File: config.mk
export PLATFORM = sky130hd
export DESIGN_NAME = inv_cov_2
export DESIGN_NICKNAME = d
export VERILOG_FILES = /design/src/rtl/inv_cov_2.sv
export SDC_FILE = /design/constraint.sdc
export NUM_CORES = 2
export LEC_CHECK = 0
export BUFFER_PORTS_ARGS = -buffer_cell sky130_fd_sc_hd__buf_2
export CAP_MARGIN = 15
export CORE_ASPECT_RATIO = 2
export CORE_MARGIN = 2
export CORE_UTILIZATION = 70
export DETAILED_ROUTE_END_ITERATION = 8
export PLACE_DENSITY = 0.95
export SLEW_MARGIN = 0
export SYNTH_ARGS = -nofsm -noshare
export SYNTH_HDL_FRONTEND = slang
export SYNTH_SLANG_ARGS = --single-unit
File: constraint.sdc
create_clock -name clk -period 18.6 [get_ports clk]
set_input_delay 1.86 -clock clk [delete_from_list [all_inputs] [get_ports clk]]
set_output_delay 1.86 -clock clk [all_outputs]
set_load 0.02 [all_outputs]
File: src/rtl/inv_cov_2.sv
// Rebuilds the inverse covariance P = L^-T L^-1 from the packed inverse-Cholesky factor S using one shared Q16.16 multiplier.
// Latency 7+3*MULT_LAT enabled cycles from capture to P_valid; a new S_valid rise is accepted only in IDLE, and rises while busy are dropped.
module inv_cov_2 #(
  parameter int MULT_LAT = 7,
  parameter int DATA_W   = 32
) (
  input  logic                clk,
  input  logic                rst,
  input  logic                clk_en,
  input  logic [3*DATA_W-1:0] S,
  input  logic                S_valid,
  output logic [3*DATA_W-1:0] P,
  output logic                P_valid,
  output logic                busy
);
  localparam int L     = MULT_LAT;
  localparam int LAST  = 3*L + 6;
  localparam int CNT_W = $clog2(LAST + 1);

  typedef enum logic [2:0] {IDLE, ISSUE_A, WAIT_A, ISSUE_B, WAIT_B, ISSUE_C, WAIT_C, DONE} state_t;

  state_t              state_q, state_d;
  logic [CNT_W-1:0]    cnt_q, cnt_d;
  logic                s_valid_d1_q, s_valid_d1_d;
  logic [DATA_W-1:0]   s11_q, s11_d, s21_q, s21_d, s22_q, s22_d;
  logic [DATA_W-1:0]   m1_q, m1_d, m2_q, m2_d, t_q, t_d, u_q, u_d, m5_q, m5_d, m6_q, m6_d;
  logic [DATA_W-1:0]   pipe_q [L];
  logic [DATA_W-1:0]   pipe_d [L];
  logic [3*DATA_W-1:0] p_q, p_d;
  logic                p_valid_q, p_valid_d, busy_q, busy_d;
  logic [DATA_W-1:0]   mul_a, mul_b, prod_out;

  // Floor-truncated Q16.16 product; saturates when bits [63:47] disagree.
  function automatic logic [DATA_W-1:0] fx_mul(input logic [DATA_W-1:0] a, input logic [DATA_W-1:0] b);
    logic signed [63:0] pa, pb, prod, sh;
    pa   = {{32{a[DATA_W-1]}}, a};
    pb   = {{32{b[DATA_W-1]}}, b};
    prod = pa * pb;
    sh   = prod >>> 16;
    if (sh[63:31] == {33{sh[31]}}) return sh[31:0];
    return prod[63] ? 32'h8000_0000 : 32'h7FFF_FFFF;
  endfunction

  function automatic logic [DATA_W-1:0] fx_add(input logic [DATA_W-1:0] a, input logic [DATA_W-1:0] b);
    logic [DATA_W:0] sum;
    sum = {a[DATA_W-1], a} + {b[DATA_W-1], b};
    if (sum[DATA_W] == sum[DATA_W-1]) return sum[DATA_W-1:0];
    return sum[DATA_W] ? 32'h8000_0000 : 32'h7FFF_FFFF;
  endfunction

  function automatic logic [DATA_W-1:0] fx_neg(input logic [DATA_W-1:0] a);
    if (a == 32'h8000_0000) return 32'h7FFF_FFFF;
    return 32'd0 - a;
  endfunction

  assign prod_out = pipe_q[L-1];

  always_comb begin
    state_d      = state_q;
    cnt_d        = cnt_q;
    s_valid_d1_d = S_valid;
    s11_d = s11_q; s21_d = s21_q; s22_d = s22_q;
    m1_d  = m1_q;  m2_d  = m2_q;  t_d   = t_q;
    u_d   = u_q;   m5_d  = m5_q;  m6_d  = m6_q;
    p_d       = p_q;
    p_valid_d = p_valid_q;
    busy_d    = busy_q;
    mul_a     = '0;
    mul_b     = '0;

    // cnt_q == N-1 selects operands latched at edge cN; results of an issue at cN are taken at cnt_q == N+L-1.
    if (state_q != IDLE) begin
      cnt_d = cnt_q + CNT_W'(1);
      if      (cnt_q == CNT_W'(0))     begin mul_a = s11_q; mul_b = s11_q; end
      else if (cnt_q == CNT_W'(1))     begin mul_a = s22_q; mul_b = s22_q; end
      else if (cnt_q == CNT_W'(2))     begin mul_a = s21_q; mul_b = s11_q; end
      else if (cnt_q == CNT_W'(L+3))   begin mul_a = t_q;   mul_b = s22_q; end
      else if (cnt_q == CNT_W'(2*L+4)) begin mul_a = u_q;   mul_b = u_q;   end
      else if (cnt_q == CNT_W'(2*L+5)) begin mul_a = u_q;   mul_b = s22_q; end

      if      (cnt_q == CNT_W'(L))     m1_d = prod_out;
      else if (cnt_q == CNT_W'(L+1))   m2_d = prod_out;
      else if (cnt_q == CNT_W'(L+2))   t_d  = prod_out;
      else if (cnt_q == CNT_W'(2*L+3)) u_d  = prod_out;
      else if (cnt_q == CNT_W'(3*L+4)) m5_d = prod_out;
      else if (cnt_q == CNT_W'(3*L+5)) m6_d = prod_out;
    end

    pipe_d[0] = fx_mul(mul_a, mul_b);
    for (int i = 1; i < L; i++) pipe_d[i] = pipe_q[i-1];

    case (state_q)
      IDLE: if (S_valid && !s_valid_d1_q) begin
        s11_d     = S[DATA_W-1:0];
        s21_d     = S[2*DATA_W-1:DATA_W];
        s22_d     = S[3*DATA_W-1:2*DATA_W];
        cnt_d     = '0;
        p_valid_d = 1'b0;
        busy_d    = 1'b1;
        state_d   = ISSUE_A;
      end
      ISSUE_A: if (cnt_q == CNT_W'(2))       state_d = WAIT_A;
      WAIT_A:  if (cnt_q == CNT_W'(L+2))     state_d = ISSUE_B;
      ISSUE_B:                               state_d = WAIT_B;
      WAIT_B:  if (cnt_q == CNT_W'(2*L+3))   state_d = ISSUE_C;
      ISSUE_C: if (cnt_q == CNT_W'(2*L+5))   state_d = WAIT_C;
      WAIT_C:  if (cnt_q == CNT_W'(3*L+5))   state_d = DONE;
      DONE: begin
        p_d       = {m2_q, fx_neg(m6_q), fx_add(m1_q, m5_q)};
        p_valid_d = 1'b1;
        busy_d    = 1'b0;
        state_d   = IDLE;
      end
      default: state_d = IDLE;
    endcase
  end

  always_ff @(posedge clk) begin
    if (!rst) begin
      state_q      <= IDLE;
      cnt_q        <= '0;
      s_valid_d1_q <= 1'b0;
      s11_q <= '0; s21_q <= '0; s22_q <= '0;
      m1_q  <= '0; m2_q  <= '0; t_q   <= '0;
      u_q   <= '0; m5_q  <= '0; m6_q  <= '0;
      for (int i = 0; i < L; i++) pipe_q[i] <= '0;
      p_q       <= '0;
      p_valid_q <= 1'b0;
      busy_q    <= 1'b0;
    end else if (clk_en) begin
      state_q      <= state_d;
      cnt_q        <= cnt_d;
      s_valid_d1_q <= s_valid_d1_d;
      s11_q <= s11_d; s21_q <= s21_d; s22_q <= s22_d;
      m1_q  <= m1_d;  m2_q  <= m2_d;  t_q   <= t_d;
      u_q   <= u_d;   m5_q  <= m5_d;  m6_q  <= m6_d;
      for (int i = 0; i < L; i++) pipe_q[i] <= pipe_d[i];
      p_q       <= p_d;
      p_valid_q <= p_valid_d;
      busy_q    <= busy_d;
    end
  end

  assign P       = p_q;
  assign P_valid = p_valid_q;
  assign busy    = busy_q;
endmodule

==> results of run 1 <==
-- cell families after synthesis --
| kind of cell | share of synthesized area [%] |
|---|---|
| xor gates and xnor gates | 1.61 |
| DFF | 23.2 |
| and+or+nand+nor | 16.1 |
| adders and majority gates | 39.2 |
| AOI/OAI and AO/OA | 11.2 |
| muxes | 0.0318 |
| buffers and inverters | 8.56 |
-- metrics by stage --
step / hold WS, ps / util, %
2_1_floorplan: 441 / -
3_3_place_gp: 450 / 72.8
3_5_place_dp: 456 / 72.8
4_1_cts: 466 / 74.6
-- layer usage --
layer,overflow,track usage [%]
met1,0,56.7
met2,1,86.4
met3,0,32.1
met4,2,62.2
met5,0,5.71
==> flow_summary.yaml, run 1 <==
placement:
  placed_area_sq_um: 65000
  dp_slack_ps: 5520
  port_buffers: 197
  place_inst: 7955
  gp_congestion: 1.13
  dp_hpwl_um: 182000
global_routing:
  grt_pass1_vias: 58800
  overflow: 3
  grt_pass1_wl_um: 394000
  grt_max_degree: 295
  grt_usage_pct: 59.4
clock_tree:
  cts_hold_buf: 0
  cts_root_buf: "clkbuf_16"
  clockBufferDepth: 3
  postCtsResizedCells: 0
  numCtsBuffers: 48
  post-cts-setup-buffer-count: 0
  numClockSinks: 619
  ctsHtreeMaxLevel: 2
die:
  rows: 155
  ios: 198
  fp.dieW_um: 216
  die_h_um: 428
  initial_core_util_pct: 70.6
run_status:
  haltStage: "global routing"
  status: "aborted with a tool error"
  error: "[ERROR GRT-0116] Global routing finished with congestion. Check the congestion regions in the DRC Viewer."
synthesis:
  synth_top_cell_by_area: "fa_1"
  ys_ff_latch: 619
  yosysUniqueCellTypes: 87
  syn_nets: 8282
  yosys.area.top_type_share_pct: 34.4
  yosysSeqAreaShare_pct: 23.2
  syn_inst: 6883
  synth_area_leaders: "fa_1, dfxtp_1, edfxtp_1"
  synth_area_sq_um: 63000
  yosysWarnings: 0
  yosys_most_used_dff: "dfxtp_1"
  synth_edf_count: 224
  synth.avg_cell_area_sq_um: 9.15
  synth_common_cells: "nand2_1, fa_1, inv_1"
  async_flop_share_pct: 0
  synth.most_common_cell: "nand2_1"
==> run 2: changes to the inputs <==
CORE_ASPECT_RATIO = default   (was 2)
CORE_UTILIZATION = 40   (was 70)
PLACE_DENSITY = default   (was 0.95)
PLACE_DENSITY_LB_ADDON = 0.15   (was default)
==> flow_summary.yaml, run 2 <==
run_status:
  status: "complete, no violations"
timing:
  timing.slew.headroom_pct: 16.7
  hold_violations: 0
  post-route-period-util_pct: 73.5
  slew_violations: 0
  tightest_slew_ps: 1240
  max_freq_mhz: 73.2
  rsz0062_at_grt: "no"
  fin_ws_ps: 4930
  min_period_ps: 13670
  setup_tns_ps: 0
  skew_ps: 25.4
  setup_violations: 0
synthesis:
  async_flop_share_pct: 0
  synthAdderAreaFrac_pct: 39.2
  yosys.area.top_type_share_pct: 34.4
  yosysSeqAreaShare_pct: 23.2
  synth_xor_area_share_pct: 1.61
  synth.most_common_cell: "nand2_1"
  syn_nets: 8282
  synth_common_cells: "nand2_1, fa_1, inv_1"
  synth.avg_cell_area_sq_um: 9.15
  synth_top_cell_by_area: "fa_1"
  yosysUniqueCellTypes: 87
  synth_top_family_by_area: "adder cells"
  syn_inst: 6883
  synth_area_sq_um: 63000
  yosysWarnings: 0
  synthMuxAreaShare_pct: 0.0318
  yosys_most_used_dff: "dfxtp_1"
  ys_ff_latch: 619
  synthSimpleGateAreaFrac_pct: 16.1
  synth_area_leaders: "fa_1, dfxtp_1, edfxtp_1"
  synth_compound_area_share_pct: 11.2
  synth_edf_count: 224
clock_tree:
  post-cts-setup-buffer-count: 0
  ctsHtreeMaxLevel: 3
  numClockSinks: 619
  cts_hold_buf: 0
  numCtsBuffers: 68
  postCtsResizedCells: 0
  clkSlewWorstSetupHoldPaths_ps: 60
  clock_latency_ps: 620
  cts_root_buf: "clkbuf_16"
  clockBufferDepth: 3
  cts_tree: "done"
setup_path:
  startpoint_type: "flip-flop"
  crit_path_start: "cnt_q[3]$_SDFFE_PN0P_"
  ff2ff_path_depth: 31
  cp-end-kind: "flip-flop"
  timing.rr.start: "cnt_q[3]$_SDFFE_PN0P_"
  worstSetupPathType: "reg -> reg"
  worstPathArrival_ps: 13980
  cp_common_cell: "fa_1"
  worstPathRequired_ps: 18910
  max_stage_delay_ps: 920
  path_max_fanout: 69
  worst_path_max_delay_cell: "o21ai_4"
die:
  die_h_um: 401
  fp.dieW_um: 401
  dieArea_sq_um: 161000
  core_sq_um: 156000
  initial_core_util_pct: 40.3
  rows: 145
  ios: 198
layout:
  n_fill_cell: 15400
  antenna_cells: 0
  nNetsFinal: 8261
  fin_area_sq_um: 68400
  regMostFlops: "pipe_q"
  finalNonFillerCells: 8973
  final_common_cell: "nand2_1"
  register_area_sq_um: 14600
  largest_reg_flops: 224
  syn_to_final_growth_pct: 8.71
  final_cell_mix: "nand2_1, fa_1, inv_1"
  drive_gt1_share_pct: 7.64
  multi_input_area_sq_um: 43100
detailed_routing:
  drtIter0Drc: 4662
  vias: 49300
  drc_errors: 0
  drtPass1Iterations: 9
  wl_per_cell_um: 25.5
  drt_wl_total_um: 229000
  antenna_left: 0
  avgViaCountPerCell: 5.49
global_routing:
  grt_pass1_wl_um: 341000
  grt_max_degree: 271
  antenna_found_initial: 6
  overflow: 0
  grt_usage_pct: 28.7
  grt_pass1_vias: 50800
job:
  drv_cap: 0
placement:
  dp_hpwl_um: 174000
  dp_slack_ps: 5240
  port_buffers: 197
  placed_area_sq_um: 66100
  gp_congestion: 0.949
  place_inst: 8848
power:
  power.density_nw_per_um2: 50.4
  power_mw: 3.45
  p_leak_nw: 31.0
  irDropWorstVdd_v: 0.0000621
min_path:
  min-delay-start: "m2_q[17]$_SDFFE_PN0P_"
  hold_path_depth: 2
  hp-class: "reg -> reg"
-- run 2: per-layer routing --
layer / track usage, % / routed length, um / share of wire (%)
met1: 37.9 / 92700 / 41
met2: 45.9 / 105000 / 46
met3: 4.52 / 17500 / 7.6
met4: 13.9 / 13600 / 6.0
met5: 0 / 0 / 0
-- run 2: final cells by class --
class | instances | area share [%]
clock buffers | 97 | 2.85
multi-input cells | 4843 | 63.0
repair buffers | 337 | 3.04
clock inverters | 26 | 0.484
flip-flops and latches | 619 | 21.4
inverters | 993 | 5.47
well taps | 2058 | 3.76
-- run 2: worst paths after layout --
path | endpoint | slack, ps
hold / removal | P[81]$_SDFFE_PN0P_ | 460
setup / recovery | pipe_q[0][9]$_SDFFCE_PN0P_ | 4930
setup reg to reg | pipe_q[0][9]$_SDFFCE_PN0P_ | 4930
hold reg to reg | P[81]$_SDFFE_PN0P_ | 460
-- run 2: report_power, final --
part	switching (mW)	internal, mW
Clock	0.582	0.809
Sequential	0.0644	1.47
Combinational	0.375	0.144
-- run 2: critical path: cells and delay by family, from the launching register on --
kind / cells / cell delay (ps)
fa+ha+maj: 9 / 4570
compound gates: 13 / 5060
buf+inv: 5 / 1620
flops: 1 / 860
xor+xnor: 1 / 130
simple gates: 3 / 970
-- run 2: cell families (layout without fill, tap and decap cells) --
group                      count (synthesis)  in the layout
muxes                                      2              2
AOI/OAI and AO/OA                        991            991
buffers and inverters                   1421           1453
and+or+nand+nor                         2404           2404
DFF                                      619            619
adders and majority gates               1330           1330
xor gates and xnor gates                 116            116
-- run 2: stage by stage --
stage | utilization, % | hold slack [ps]
4_1_cts | 43.8 | 466
3_5_place_dp | 42.3 | 458
5_1_grt | 43.8 | 486
3_3_place_gp | 42.3 | 453
6_report | 43.8 | 463
2_1_floorplan | - | 441
(Power assumes the default switching activity.)
